### config.mk
export PLATFORM = sky130hd
export DESIGN_NAME = mem_stage_lsu_flat
export DESIGN_NICKNAME = d
export VERILOG_FILES = /design/src/rtl/mem_stage_lsu_if.sv /design/src/rtl/mem_stage_lsu.sv /design/src/flat_wrapper.sv
export SDC_FILE = /design/constraint.sdc
export NUM_CORES = 1
export LEC_CHECK = 0
export BUFFER_PORTS_ARGS = -buffer_cell sky130_fd_sc_hd__buf_2
export CAP_MARGIN = 20
export CORE_MARGIN = 2
export CORE_UTILIZATION = 30
export DETAILED_ROUTE_END_ITERATION = 8
export GPL_ROUTABILITY_DRIVEN = 0
export GPL_TIMING_DRIVEN = 0
export HOLD_SLACK_MARGIN = 0.02
export PLACE_DENSITY = 0.64
export SYNTH_ARGS = -nofsm -noshare
export SYNTH_HDL_FRONTEND = slang
export SYNTH_SLANG_ARGS = --single-unit
### constraint.sdc
create_clock -name clk -period 9.7 [get_ports clk]
set_input_delay 0 -clock clk [delete_from_list [all_inputs] [get_ports clk]]
set_output_delay 0 -clock clk [all_outputs]
set_load 0.1 [all_outputs]
### src/rtl/mem_stage_lsu_if.sv
// Data-memory port between the MEM stage (master) and the data memory (slave).
// The master raises dmem_req with stable we/addr/wdata/be and holds it until dmem_ack, which also qualifies dmem_rdata.
interface mem_stage_lsu_if;
  logic        dmem_req;
  logic        dmem_we;
  logic [31:0] dmem_addr;
  logic [31:0] dmem_wdata;
  logic [3:0]  dmem_be;
  logic        dmem_ack;
  logic [31:0] dmem_rdata;

  modport master (
    output dmem_req, dmem_we, dmem_addr, dmem_wdata, dmem_be,
    input  dmem_ack, dmem_rdata
  );

  modport slave (
    input  dmem_req, dmem_we, dmem_addr, dmem_wdata, dmem_be,
    output dmem_ack, dmem_rdata
  );
endinterface

### src/rtl/mem_stage_lsu.sv
// MEM pipeline stage plus MEM/WB register: performs loads/stores over a req/ack port,
// aligns store lanes, extends load data, and stalls EX while an access is outstanding.
module mem_stage_lsu #(
  parameter int XLEN = 32
) (
  input  logic            clk,
  input  logic            rst,
  // EX -> MEM: an instruction transfers when ex_valid && ex_ready && !flush.
  input  logic            ex_valid,
  output logic            ex_ready,
  input  logic            flush,
  input  logic [XLEN-1:0] alu_result,
  input  logic [XLEN-1:0] store_data,
  input  logic            mem_read,
  input  logic            mem_write,
  input  logic [2:0]      funct3,
  input  logic [1:0]      memtoreg_in,
  input  logic [XLEN-1:0] return_addr_in,
  input  logic [XLEN-1:0] imm_in,
  input  logic [XLEN-1:0] pc_off_in,
  input  logic [6:0]      opcode_in,
  input  logic [4:0]      rd_in,
  input  logic            regwrite_in,
  mem_stage_lsu_if.master dmem,
  output logic            wb_valid,
  output logic [XLEN-1:0] mem_out,
  output logic [XLEN-1:0] alu_out,
  output logic [1:0]      memtoreg,
  output logic [XLEN-1:0] return_addr,
  output logic [XLEN-1:0] imm_out,
  output logic [XLEN-1:0] pc_signed_offset,
  output logic [6:0]      opcode_out_d,
  output logic [4:0]      rd_out,
  output logic            regwrite_out,
  output logic            misalign,
  output logic            state_dbg
);

  typedef enum logic {IDLE = 1'b0, ACCESS = 1'b1} state_t;

  state_t state, state_next;
  logic   accept;
  logic   finish;

  // Request decode
  logic [1:0]      lane;
  logic            is_mem, is_load, is_store;
  logic            size_byte, size_half;
  logic            misaligned;
  logic [3:0]      be_next;
  logic [XLEN-1:0] wdata_next;

  // Pending instruction held across the access
  logic [XLEN-1:0] pend_alu, pend_ret, pend_imm, pend_pcoff;
  logic [1:0]      pend_memtoreg;
  logic [6:0]      pend_opcode;
  logic [4:0]      pend_rd;
  logic            pend_regwrite;
  logic            pend_load;
  logic [2:0]      pend_funct3;
  logic [1:0]      pend_lane;

  logic            we_q;
  logic [XLEN-1:0] addr_q, wdata_q;
  logic [3:0]      be_q;
  logic [7:0]      ld_byte;
  logic [15:0]     ld_half;
  logic [XLEN-1:0] ld_ext;

  assign lane     = alu_result[1:0];
  assign is_mem   = mem_read | mem_write;
  assign is_store = mem_write;
  assign is_load  = mem_read & ~mem_write;

  // Stores only know SB/SH/SW; every other store funct3 behaves as a word.
  assign size_byte = is_store ? (funct3 == 3'b000) : (funct3[1:0] == 2'b00);
  assign size_half = is_store ? (funct3 == 3'b001) : (funct3[1:0] == 2'b01);
  assign misaligned = is_mem & ((size_half & lane[0]) |
                                (~size_byte & ~size_half & (lane != 2'b00)));

  always_comb begin
    be_next    = 4'b1111;
    wdata_next = store_data;
    if (is_store && size_byte) begin
      be_next    = 4'b0001 << lane;
      wdata_next = {4{store_data[7:0]}};
    end else if (is_store && size_half) begin
      be_next    = lane[1] ? 4'b1100 : 4'b0011;
      wdata_next = {2{store_data[15:0]}};
    end
  end

  always_comb begin
    state_next = state;
    accept     = 1'b0;
    finish     = 1'b0;
    case (state)
      IDLE: begin
        if (ex_valid && !flush) begin
          accept = 1'b1;
          if (is_mem && !misaligned) state_next = ACCESS;
        end
      end
      ACCESS: begin
        if (dmem.dmem_ack) begin
          finish     = 1'b1;
          state_next = IDLE;
        end
      end
      default: state_next = IDLE;
    endcase
  end

  always_ff @(posedge clk or posedge rst) begin
    if (rst) state <= IDLE;
    else     state <= state_next;
  end

  assign ex_ready        = (state == IDLE);
  assign state_dbg       = (state == ACCESS);
  assign dmem.dmem_req   = (state == ACCESS);
  assign dmem.dmem_we    = we_q;
  assign dmem.dmem_addr  = addr_q;
  assign dmem.dmem_wdata = wdata_q;
  assign dmem.dmem_be    = be_q;

  always_comb begin
    ld_byte = dmem.dmem_rdata[7:0];
    case (pend_lane)
      2'd0: ld_byte = dmem.dmem_rdata[7:0];
      2'd1: ld_byte = dmem.dmem_rdata[15:8];
      2'd2: ld_byte = dmem.dmem_rdata[23:16];
      2'd3: ld_byte = dmem.dmem_rdata[31:24];
      default: ld_byte = dmem.dmem_rdata[7:0];
    endcase
    ld_half = pend_lane[1] ? dmem.dmem_rdata[31:16] : dmem.dmem_rdata[15:0];
    case (pend_funct3)
      3'b000:  ld_ext = {{24{ld_byte[7]}}, ld_byte};
      3'b100:  ld_ext = {24'd0, ld_byte};
      3'b001:  ld_ext = {{16{ld_half[15]}}, ld_half};
      3'b101:  ld_ext = {16'd0, ld_half};
      default: ld_ext = dmem.dmem_rdata;
    endcase
  end

  // Capture a memory instruction and its bus request when it starts an access.
  always_ff @(posedge clk or posedge rst) begin
    if (rst) begin
      pend_alu      <= '0;
      pend_ret      <= '0;
      pend_imm      <= '0;
      pend_pcoff    <= '0;
      pend_memtoreg <= '0;
      pend_opcode   <= '0;
      pend_rd       <= '0;
      pend_regwrite <= 1'b0;
      pend_load     <= 1'b0;
      pend_funct3   <= '0;
      pend_lane     <= '0;
      we_q          <= 1'b0;
      addr_q        <= '0;
      wdata_q       <= '0;
      be_q          <= '0;
    end else if (accept && state_next == ACCESS) begin
      pend_alu      <= alu_result;
      pend_ret      <= return_addr_in;
      pend_imm      <= imm_in;
      pend_pcoff    <= pc_off_in;
      pend_memtoreg <= memtoreg_in;
      pend_opcode   <= opcode_in;
      pend_rd       <= rd_in;
      pend_regwrite <= regwrite_in;
      pend_load     <= is_load;
      pend_funct3   <= funct3;
      pend_lane     <= lane;
      we_q          <= is_store;
      addr_q        <= {alu_result[XLEN-1:2], 2'b00};
      wdata_q       <= wdata_next;
      be_q          <= be_next;
    end
  end

  // MEM/WB register: loaded either directly from EX (ALU op or misaligned access) or on ack.
  always_ff @(posedge clk or posedge rst) begin
    if (rst) begin
      wb_valid         <= 1'b0;
      mem_out          <= '0;
      alu_out          <= '0;
      memtoreg         <= '0;
      return_addr      <= '0;
      imm_out          <= '0;
      pc_signed_offset <= '0;
      opcode_out_d     <= '0;
      rd_out           <= '0;
      regwrite_out     <= 1'b0;
      misalign         <= 1'b0;
    end else begin
      wb_valid <= 1'b0;
      misalign <= 1'b0;
      if (accept && state_next == IDLE) begin
        wb_valid         <= 1'b1;
        misalign         <= misaligned;
        mem_out          <= '0;
        alu_out          <= alu_result;
        memtoreg         <= memtoreg_in;
        return_addr      <= return_addr_in;
        imm_out          <= imm_in;
        pc_signed_offset <= pc_off_in;
        opcode_out_d     <= opcode_in;
        rd_out           <= rd_in;
        regwrite_out     <= regwrite_in & ~misaligned;
      end else if (finish) begin
        wb_valid         <= 1'b1;
        mem_out          <= pend_load ? ld_ext : '0;
        alu_out          <= pend_alu;
        memtoreg         <= pend_memtoreg;
        return_addr      <= pend_ret;
        imm_out          <= pend_imm;
        pc_signed_offset <= pend_pcoff;
        opcode_out_d     <= pend_opcode;
        rd_out           <= pend_rd;
        regwrite_out     <= pend_regwrite;
      end
    end
  end

endmodule

### src/flat_wrapper.sv
// flat-port wrapper written by rule: the top's interface ports become plain ports
module mem_stage_lsu_flat 
#(
  parameter int XLEN = 32
)
  (clk, rst, ex_valid, ex_ready, flush, alu_result, store_data, mem_read, mem_write, funct3, memtoreg_in, return_addr_in, imm_in, pc_off_in, opcode_in, rd_in, regwrite_in, wb_valid, mem_out, alu_out, memtoreg, return_addr, imm_out, pc_signed_offset, opcode_out_d, rd_out, regwrite_out, misalign, state_dbg, dmem_dmem_req, dmem_dmem_we, dmem_dmem_addr, dmem_dmem_wdata, dmem_dmem_be, dmem_dmem_ack, dmem_dmem_rdata);
  mem_stage_lsu_if dmem_i ();
  input  logic clk;
  input  logic rst;
  input  logic ex_valid;
  output logic ex_ready;
  input  logic flush;
  input  logic [XLEN-1:0] alu_result;
  input  logic [XLEN-1:0] store_data;
  input  logic mem_read;
  input  logic mem_write;
  input  logic [2:0] funct3;
  input  logic [1:0] memtoreg_in;
  input  logic [XLEN-1:0] return_addr_in;
  input  logic [XLEN-1:0] imm_in;
  input  logic [XLEN-1:0] pc_off_in;
  input  logic [6:0] opcode_in;
  input  logic [4:0] rd_in;
  input  logic regwrite_in;
  output logic wb_valid;
  output logic [XLEN-1:0] mem_out;
  output logic [XLEN-1:0] alu_out;
  output logic [1:0] memtoreg;
  output logic [XLEN-1:0] return_addr;
  output logic [XLEN-1:0] imm_out;
  output logic [XLEN-1:0] pc_signed_offset;
  output logic [6:0] opcode_out_d;
  output logic [4:0] rd_out;
  output logic regwrite_out;
  output logic misalign;
  output logic state_dbg;
  output wire logic [$bits(dmem_i.dmem_req)-1:0] dmem_dmem_req;
  output wire logic [$bits(dmem_i.dmem_we)-1:0] dmem_dmem_we;
  output wire logic [$bits(dmem_i.dmem_addr)-1:0] dmem_dmem_addr;
  output wire logic [$bits(dmem_i.dmem_wdata)-1:0] dmem_dmem_wdata;
  output wire logic [$bits(dmem_i.dmem_be)-1:0] dmem_dmem_be;
  input wire logic [$bits(dmem_i.dmem_ack)-1:0] dmem_dmem_ack;
  input wire logic [$bits(dmem_i.dmem_rdata)-1:0] dmem_dmem_rdata;
  assign dmem_dmem_req = dmem_i.dmem_req;
  assign dmem_dmem_we = dmem_i.dmem_we;
  assign dmem_dmem_addr = dmem_i.dmem_addr;
  assign dmem_dmem_wdata = dmem_i.dmem_wdata;
  assign dmem_dmem_be = dmem_i.dmem_be;
  assign dmem_i.dmem_ack = dmem_dmem_ack;
  assign dmem_i.dmem_rdata = dmem_dmem_rdata;
  mem_stage_lsu #(.XLEN(XLEN)) u_core (.clk(clk), .rst(rst), .ex_valid(ex_valid), .ex_ready(ex_ready), .flush(flush), .alu_result(alu_result), .store_data(store_data), .mem_read(mem_read), .mem_write(mem_write), .funct3(funct3), .memtoreg_in(memtoreg_in), .return_addr_in(return_addr_in), .imm_in(imm_in), .pc_off_in(pc_off_in), .opcode_in(opcode_in), .rd_in(rd_in), .regwrite_in(regwrite_in), .dmem(dmem_i), .wb_valid(wb_valid), .mem_out(mem_out), .alu_out(alu_out), .memtoreg(memtoreg), .return_addr(return_addr), .imm_out(imm_out), .pc_signed_offset(pc_signed_offset), .opcode_out_d(opcode_out_d), .rd_out(rd_out), .regwrite_out(regwrite_out), .misalign(misalign), .state_dbg(state_dbg));
endmodule
==> metrics.cfg, run 1 <==
[detailed_routing]
antenna_left=0
drt_wl_total_um=59300
drc_errors=0
wire_per_inst_um=21.0
drtIter0Drc=919
via_per_inst=5.14
first_pass_iters=7
vias=14500

[worst_setup_path]
cp_data_required_time_ns=10.14
critPathLaunch=u_core.dmem.dmem_req
crit_fanout=10
arrival_ns=3.58
crit_family=buffers and inverters
end_kind=flip-flop
crit_path_end=u_core.mem_out[3]
reg2reg_from=u_core.dmem.dmem_req
rr_endpoint=u_core.mem_out[3]
path_depth=8
slowest_stage=nand3_1
cpMostUsedCell=buf_4
rrSetupSlack_ns=6.56
cp_slowest_stage_delay_ns=0.59
crit_buf_inv=5
worstSetupPathType=flip-flop to flip-flop
r2r_cells=8
crit_path_cell_trace=inv_1 > nand3_1 > o21a_1 > buf_2 > buf_4 > buf_4 > o2bb2ai_1 > dlygate4sd3_1
startpoint_type=flip-flop

[yosys]
syn_inst=1367
synth_edf_count=0
synth_cell_types=37
async_flop_share_pct=100
syn-cell-area_sq_um=15700
seq_area_frac_synth_pct=57.8
avgSynthCellArea_sq_um=11.5
synth_top_flop_cell=dfrtp_1
yosysWarnings=0
synth_seq_cells=362

[layout]
drive_above_1_share_pct=36.7
fin_nets=2327
final_cells=2824
area.growth.synth_to_final_pct=44.9

[global_routing]
grt_max_degree=45
grt_pass1_vias=15200
gr-total-overflow=0
grt_pass1_wl_um=88500
grtUsageTotal_pct=21.3
antenna_found_initial=5

[die]
start_util_pct=30.4
num_io_pins=466
rows=83
core_sq_um=51500
dieArea_sq_um=54100
die-height_um=232
die_w_um=232

[clock_network]
clock_latency_ns=0.56
root_buffer=clkbuf_16
cts_buffer_depth=3
cts_buffers=43
cts.sinks=362
clk_pin_slew_ns=0.06
cts_tree=done
cts_max_level=2

[power]
p_sw_mw=3.39
irDropWorstVdd_uv=174
p_clk_share_pct=23.3
power_mw=6.93
p_int_mw=3.54
p_comb_share_pct=45.6
powerDensity_nw_per_um2=305
netSwitchingFraction_pct=48.9
p_seq_share_pct=31.1
power_leakage_nw=10.8

[placed_design]
io_buffers=462
dp_hpwl_um=41600
placedCellCount=2522

[sta]
fmax_mhz=319
clock_skew_ns=0.00972
worstMarginPinSlew_ns=1.02
period_share_pct=32.4
rsz0062_at_grt=no
setup_violations=0
setup_tns_ns=0
min_period_ns=3.14
report.final.hold_viol_count=0
slew_headroom_pct=32.3
maxSlewViolCount=0

[flow_run]
max-cap-violations=0

[worst_hold_path]
hp-class=input pin to flip-flop
hold_depth=4

[status]
outcome=completed

==> cells in the final DEF, fill, tap and decap left out, drive strengths merged <==
cell,n
o211ai,1
a21o,3
conb,2
o21ai,57
diode,5
dfrtp,362
bufinv,2
o21a,3
clkinv,6
or3,7
clkbuf,126
o2bb2ai,14
a22oi,1
mux2i,32
nand2,215
nor3,88
a32oi,1
dlygate4sd3,223
nand3,1
nor3b,2
and2,1
a22o,2
nor2b,10
inv,6
clkinvlp,3
a2111oi,1
nor2,17
a32o,1
and3,57
mux2,159
a31oi,87
o22ai,1
mux4,1
a221oi,1
nand2b,3
a221o,72
nor4,2
buf,558
a21oi,10
or2,1
==> per-stage QoR <==
| stage | hold slack, ns | util, % | area (sq um) | setup WS (ns) |
|---|---|---|---|---|
| final | 0.124 | 44.1 | 22700 | 6.56 |
| after global routing | 0.157 | 44.1 | 22700 | 6.40 |
| after CTS | 0.0988 | 44.0 | 22700 | 6.43 |
| after detailed placement | 0.0518 | 37.0 | 19100 | 6.70 |
| after global placement | 0.244 | 36.6 | 18800 | 2.70 |
| after floorplan | 0.112 | - | 15700 | 4.85 |
==> sequential cells by signal, indices dropped and copies added, names as in the netlist, 3 cells and up <==
| name | cells |
|---|---|
| u_core.imm_out | 32 |
| u_core.opcode_out_d | 7 |
| u_core.pend_opcode | 7 |
| u_core.pc_signed_offset | 32 |
| u_core.pend_rd | 5 |
| u_core.alu_out | 32 |
| u_core.dmem.dmem_be | 4 |
| u_core.pend_ret | 32 |
| u_core.dmem.dmem_wdata | 32 |
| u_core.mem_out | 32 |
| u_core.pend_funct3 | 3 |
| u_core.pend_alu | 31 |
| u_core.pend_imm | 32 |
| u_core.pend_pcoff | 32 |
| u_core.rd_out | 5 |
| u_core.return_addr | 32 |
==> logic make-up after synthesis <==
logic type             count (synthesis)  share of synthesized area [%]
buffers and inverters                153                           4.90
AOI/OAI and AO/OA                    255                           11.9
DFF                                  362                           57.8
muxes                                192                           13.6
and+or+nand+nor                      404                           11.7
other                                  1                         0.0239
==> power groups by stage <==
stage	clock network [mW]	registers, mW	logic, mW
floorplan	0	3.74	0.889
global placement	0	2.15	3.04
detailed placement	0	2.16	3.08
CTS	1.65	2.14	3.16
global route	1.71	2.19	3.27
finish	1.62	2.15	3.16
==> synthesized netlist by cell type, types with 14 or more instances <==
cell | number | area, sq um
buf_4 | 36 | 270
clkbuf_1 | 62 | 233
nand2_1 | 215 | 807
a31oi_1 | 87 | 544
nor3_1 | 88 | 440
buf_2 | 46 | 230
mux2_2 | 159 | 1790
dfrtp_1 | 362 | 9060
and3_1 | 57 | 357
a221o_1 | 72 | 721
o2bb2ai_1 | 14 | 123
o21ai_0 | 57 | 285
mux2i_1 | 32 | 320
nor2_1 | 17 | 63.8
==> cell type report <==
class,count,area [sq um]
Antenna cell,5,12.5
Buffer,146,741
Clock buffer,64,1300
Clock inverter,10,105
Fill cell,4736,28800
Inverter,7,30.0
Multi-Input combinational cell,853,5840
Sequential cell,362,9060
Tap cell,680,851
Timing Repair Buffer,697,4760
==> routing by layer <==
layer	GRT usage [%]	part of all wire [%]
met4	8.58	3.8
met5	0	0.022
met1	26.0	41
met2	36.0	48
met3	5.04	7.0
==> worst min-delay path by stage <==
stage                         startpoint                         end  slack (ns)
after global routing       dmem_dmem_ack          u_core.mem_out[12]        0.16
final                              flush         u_core.regwrite_out        0.12
after floorplan                mem_write            u_core.pend_load        0.11
after detailed placement             rst  u_core.dmem.dmem_wdata[18]        0.05
after CTS                          flush         u_core.regwrite_out         0.1
after global placement    alu_result[30]          u_core.alu_out[30]        0.24
==> worst reg2reg max path, delay by kind of cell (launching register included) <==
| family | cells | cell delay, ns |
|---|---|---|
| compound gates | 2 | 0.54 |
| flops | 1 | 0.52 |
| buf+inv | 5 | 1.37 |
| simple gates | 1 | 0.59 |
==> what timing repair did <==
action                    in CTS  in global routing
hold buffers                 223                  0
resized for setup              0                  0
setup buffers                  0                  0
hold endpoints to repair     468                  0
No activity file was read; power rests on OpenSTA's default activity.
==> run 2, diff against run 1 <==
Clock period 9.7 ns to 2.7 ns, I/O delays scaled along.
==> metrics.cfg, run 2 (synthesis gave the netlist of run 1 again) <==
[die]
start_util_pct=30.4  ; unchanged
die_w_um=232  ; unchanged
rows=83  ; unchanged
die-height_um=232  ; unchanged
core_sq_um=51500  ; unchanged
num_io_pins=466  ; unchanged
dieArea_sq_um=54100  ; unchanged

[layout]
mostFrequentLayoutCells=508 x buf_2, 361 x dfrtp_1, 215 x nand2_1, 215 x dlygate4sd3_1, 159 x mux2_2
final_common_cell=buf_2
drive_above_1_share_pct=37.6  ; +0.94 points
fin_nets=2316  ; -0.47%
area.growth.synth_to_final_pct=45.1
final_core_util_pct=44.1  ; +0.046 points
final_area_sq_um=22700  ; +0.10%
final_cells=2818  ; -0.21%
fillCellCount=4716  ; -0.42%

[clock_network]
cts_tree=done
clock_latency_ns=0.55  ; about the same
cts_buffers=43  ; unchanged
clk_pin_slew_ns=0.06  ; about the same
root_buffer=clkbuf_16
post-cts-setup-buffers=0  ; unchanged
cts_buffer_depth=3  ; unchanged
cts_max_level=2  ; unchanged
cts.sinks=362  ; unchanged

[worst_setup_path]
worstSetupPathType=flip-flop to flip-flop
rrSetupSlack_ns=0.11  ; -6.45 ns
crit_path_end=u_core.pend_regwrite
cp_data_required_time_ns=3.13  ; -7.01 ns
crit_fanout=10  ; unchanged
reg2reg_from=u_core.dmem.dmem_req
startpoint_type=flip-flop
rr_endpoint=u_core.pend_regwrite
end_kind=flip-flop
arrival_ns=3.03  ; -0.55 ns
r2r_cells=5  ; -3
critPathLaunch=u_core.dmem.dmem_req

[power]
power_leakage_nw=10.8  ; about the same
powerDensity_nw_per_um2=1110  ; +260%
irDropWorstVdd_uv=784  ; +350%

[flow_run]
max-cap-violations=0  ; unchanged

[global_routing]
grtUsageTotal_pct=20.9  ; -0.35 points
antenna_found_initial=6  ; +1
grt_max_degree=44  ; -2.2%
gr-total-overflow=0  ; unchanged
grt_pass1_wl_um=87600  ; -1.0%
grt_pass1_vias=15000  ; -1.4%

[detailed_routing]
wl_met3_um=4190  ; +0.63%
vias=14400  ; -1.0%
drtIter0Drc=912  ; -0.76%
antenna_left=0  ; unchanged
first_pass_iters=5  ; -2
drc_errors=0  ; unchanged
wl_met2_um=28100  ; -1.2%
wl_met1_um=23900  ; -2.3%
drt_wl_total_um=58100  ; -2.1%
highest_layer=met5
wire_per_inst_um=20.6  ; -1.9%
via_per_inst=5.10  ; -0.79%

[sta]
min_period_ns=2.59  ; -0.548 ns
fmax_mhz=386  ; +21%
clock_skew_ns=0.00867  ; -0.00104 ns
report.final.hold_viol_count=0  ; unchanged
whs_ns=0.0661  ; -0.0574 ns
setup_tns_ns=0  ; unchanged
worstMarginPinSlew_ns=0.767  ; -0.249 ns
slew_headroom_pct=48.8  ; +17 points
period_share_pct=96.0  ; +64 points
setup_violations=0  ; unchanged
rsz0062_at_grt=no
maxSlewViolCount=0  ; unchanged

[worst_hold_path]
hp-class=input pin to flip-flop

[placed_design]
post_dp_cell_area_sq_um=19000  ; -0.11%
dp_hpwl_um=40900  ; -1.7%
io_buffers=462  ; unchanged
placedCellCount=2520  ; -0.079%

[status]
outcome=completed

[run 2: changes by cell type in the layout (fill, tap and decap cells not counted), moves of 2 or more]
cell           before  now
bufinv_16           2    4
clkbuf_1           71   58
clkbuf_2            0    5
clkinvlp_4          3    7
diode_2             5    7
dlygate4sd3_1     223  215
inv_6               0    2
[run 2: worst min-delay path by stage]
stage	to	cells after the start	startpoint	slack [ns]
final	u_core.alu_out[0]	4	funct3[2]	0.07
after global routing	u_core.alu_out[0]	4	funct3[2]	0.06
after CTS	u_core.alu_out[0]	4	funct3[2]	0.02
after detailed placement	u_core.dmem.dmem_wdata[17]	2	rst	0.14
after global placement	u_core.pc_signed_offset[8]	2	pc_off_in[8]	0.24
after floorplan	u_core.pend_load	1	mem_write	0.11
[run 2: stage by stage]
| step | total power, mW | setup WS [ns] |
|---|---|---|
| floorplan | 16.6 | -2.15 |
| global route | 26.1 | 0.0134 |
| finish | 25.1 | 0.109 |
| detailed placement | 18.8 | -0.547 |
| CTS | 25.3 | 0.0299 |
| global placement | 18.6 | -4.32 |
[run 2: final cells by class]
cell class	count	area (sq um)	area share, %
clock inverter	18	214	0.942
clock buffer	59	1290	5.67
antenna	7	17.5	0.0771
sequential	362	9060	39.9
inverter	7	33.8	0.149
timing repair buffer	687	4660	20.5
tap	680	851	3.74
buffer	145	743	3.27
multi-input combinational	853	5860	25.8
[run 2: per-layer routing]
layer / vias up / track usage [%]
met2: 643 / 35.4
met1: 7220 / 25.9
met4: 2 / 8.32
met3: 125 / 4.68
li1: 6384 / -
met5: - / 0
[run 2: critical path: stages (launching register included)]
cell and delay, ns:
dfrtp_2 0.54, nor3b_2 0.41, o211ai_1 0.38, clkbuf_2 0.43, buf_2 0.37, mux2_2 0.33
[run 2: timing repair]
item / in CTS / in global routing
resized for setup: 8 / 3
setup endpoints to repair: 309 / 29
hold endpoints to repair: 463 / 0
hold buffers: 215 / 0
gates cloned: 0 / 0
[run 2: power breakdown]
group	switching, mW	leakage (nW)	internal (mW)
Combinational	8.99	5.65	2.34
Sequential	0.863	4.39	6.87
Clock	2.36	0.731	3.73
Total	12.2	10.8	12.9
==> run 3, diff against run 2 <==
Settings changed: ABC_AREA set to 1, CELL_PAD_IN_SITES_DETAIL_PLACEMENT set to 0, CELL_PAD_IN_SITES_GLOBAL_PLACEMENT set to 1, CORE_UTILIZATION 30 to 34, PLACE_DENSITY 0.64 to 0.87.
==> metrics.cfg, run 3 <==
[die]
rows=80  ; -3.6%
die_w_um=225  ; -3.4%
dieArea_sq_um=50400  ; -6.8%
die-height_um=225  ; -3.4%
start_util_pct=34.6  ; +4.1 points
num_io_pins=466  ; unchanged
core_sq_um=47800  ; -7.1%

[yosys]
async_flop_share_pct=100  ; unchanged
synth_seq_cells=362  ; unchanged
synth_commonest_cells=999 x nand2_1, 362 x dfrtp_1, 253 x nand3_1
synth-simple-area-share_pct=31.7  ; +20 points
synth_top_flop_cell=dfrtp_1
avgSynthCellArea_sq_um=7.86  ; -31%
yosysMostFrequentCell=nand2_1
synthTopCellsByArea=dfrtp_1 55%, nand2_1 23%, nand3_1 7.7%
synth-xor-area-share_pct=0  ; unchanged
seq_area_frac_synth_pct=54.8  ; -3.0 points
muxShareOfSynthArea_pct=0  ; -14 points
synthAdderAreaFrac_pct=0  ; unchanged
synth_top_family_by_area=simple AND/OR/NAND/NOR gates
syn-cell-area_sq_um=16500  ; +5.5%
yosys.area.top_type=dfrtp_1
syn_inst=2103  ; +54%
synth_compound_area_share_pct=4.59  ; -7.3 points
synth_cell_types=24  ; -35%
synth_edf_count=0  ; unchanged
yosysWarnings=0  ; unchanged
synth_top_area_share_pct=54.8  ; -3.0 points

[status]
outcome=completed

[clock_network]
clock_latency_ns=0.56  ; about the same
cts_tree=done
cts_max_level=2  ; unchanged
clk_pin_slew_ns=0.06  ; about the same
cts_buffers=42  ; -2.3%
cts.sinks=362  ; unchanged
cts_buffer_depth=3  ; unchanged
post-cts-setup-buffers=0  ; unchanged
root_buffer=clkbuf_16

[layout]
area.growth.synth_to_final_pct=42.6
drive_above_1_share_pct=24.6  ; -13 points
fin_nets=3071  ; +33%
final_area_sq_um=23600  ; +3.7%
final_common_cell=nand2_1
mostFrequentLayoutCells=998 x nand2_1, 503 x buf_2, 362 x dfrtp_1, 253 x nand3_1, 233 x dlygate4sd3_1

[sta]
min_period_ns=2.60  ; +0.00840 ns
report.final.hold_viol_count=0  ; unchanged
setup_violations=0  ; unchanged
worstMarginPinSlew_ns=0.946  ; +0.179 ns
clock_skew_ns=0.0203  ; +0.0116 ns
whs_ns=0.179  ; +0.113 ns
rsz0062_at_grt=yes
period_share_pct=96.3  ; +0.31 points
setup_tns_ns=0  ; unchanged
fmax_mhz=385  ; -0.32%
slew_headroom_pct=36.7  ; -12 points
maxSlewViolCount=0  ; unchanged

[worst_setup_path]
cp_slowest_stage_delay_ns=0.52  ; -0.02 ns
end_kind=flip-flop
arrival_ns=3.08  ; +0.05 ns
slowest_stage=clkbuf_1
startpoint_type=flip-flop
crit_fanout=10  ; unchanged
worstSetupPathType=flip-flop to flip-flop
cp_data_required_time_ns=3.18  ; +0.05 ns
crit_path_cell_trace=nand2_2 > inv_2 > buf_2 > clkbuf_1 > nand2_1 > nand3_1

[detailed_routing]
drc_errors=0  ; unchanged
antenna_left=0  ; unchanged
highest_layer=met5
via_per_inst=4.87  ; -4.6%
wire_per_inst_um=18.2  ; -12%
drtIter0Drc=1408  ; +54%
wl_met1_um=26700  ; +12%
vias=17000  ; +19%
first_pass_iters=6  ; +1
drt_wl_total_um=63800  ; +9.9%
wl_met2_um=29800  ; +6.2%
wl_met3_um=4960  ; +18%

[placed_design]
dp_hpwl_um=44800  ; +9.7%
post_dp_cell_area_sq_um=19800  ; +4.2%
io_buffers=463  ; +0.22%

[global_routing]
grt_pass1_wl_um=97000  ; +11%
grt_max_degree=42  ; -4.5%
gr-total-overflow=0  ; unchanged
grtUsageTotal_pct=24.9  ; +4.0 points
antenna_found_initial=4  ; -2
grt_pass1_vias=16900  ; +12%

[flow_run]
max-cap-violations=0  ; unchanged

[power]
power_leakage_nw=12.9  ; +20%
power_mw=23.9  ; -5.1%
powerDensity_nw_per_um2=1010  ; -8.5%
irDropWorstVdd_uv=558  ; -29%

[worst_hold_path]
hp-class=input pin to flip-flop

run 3: cell types whose count changed in the layout (fill, tap and decap cells not counted), moves of 14 or more:
cell and change:
nand3_1 +253, nor3_1 -88, a31oi_1 -87, o2bb2ai_1 -14, a221o_1 -72, buf_4 +29
nand2_1 +783, dlygate4sd3_1 +18, mux2_2 -159, and3_1 -57, inv_1 +114, inv_2 +31
o21ai_1 +57, mux2i_1 -32
run 3: critical path: cells and delay by family, from the launching register on:
family,cells,cell delay (ns)
flip-flops,1,0.49
buffers and inverters,3,1.39
AND/OR/NAND/NOR,3,0.63
run 3: repair_timing:
item | 4_1_cts | 5_1_grt
hold buffers | 233 | 0
hold endpoints to repair | 410 | 0
resized for setup | 4 | 5
setup endpoints to repair | 140 | 8
run 3: where the power goes:
| part | internal, mW | switching [mW] | total, mW |
|---|---|---|---|
| logic | 2.04 | 8.63 | 10.7 |
| registers | 6.71 | 0.759 | 7.47 |
| clock network | 3.37 | 2.35 | 5.73 |
| total | 12.1 | 11.7 | 23.9 |
run 3: stage by stage:
step | util [%] | cells | setup slack [ns]
2_1_floorplan | - | 2104 | -2.15
3_3_place_gp | 41.0 | 3182 | -4.36
3_5_place_dp | 41.5 | 3193 | -0.356
4_1_cts | 49.2 | 3501 | 0.0234
5_1_grt | 49.3 | 3503 | -0.00505
6_report | 49.3 | 3503 | 0.100
run 3: cell type report:
class	instances	area (sq um)
antenna	3	7.51
buffer	153	902
clock buffer	62	1280
clock inverter	13	98.8
fill	4556	24300
inverter	151	571
multi-input combinational	1437	6020
sequential	362	9060
tap	615	769
timing repair buffer	707	4860
run 3: kinds of logic (layout without fill, tap and decap cells):
kind of cell | Yosys count | count (layout)
other cells | 1 | 5
buf+inv | 305 | 1086
simple gates | 1291 | 1291
flops | 362 | 362
compound gates | 144 | 144
run 3: final timing paths:
check                                startpoint                         end  slack [ns]  cells after the start
max                        u_core.dmem.dmem_req  u_core.pc_signed_offset[2]        0.10                      6
min                               dmem_dmem_ack        u_core.dmem.dmem_req        0.18                      3
max reg2reg                u_core.dmem.dmem_req  u_core.pc_signed_offset[2]        0.10                      6
min reg2reg                 u_core.pend_ret[26]         u_core.pend_ret[26]        0.47                      2
max in group asynchronous                   rst         u_core.pend_alu[29]        0.36                     11
min in group asynchronous                   rst          u_core.imm_out[28]        0.60                      5
run 3: per-layer routing:
metal / up-vias / global-route usage (%)
met1: 8076 / 31.8
met3: 168 / 5.38
met4: 2 / 9.40
met5: - / 0
met2: 796 / 41.7
li1: 8007 / -
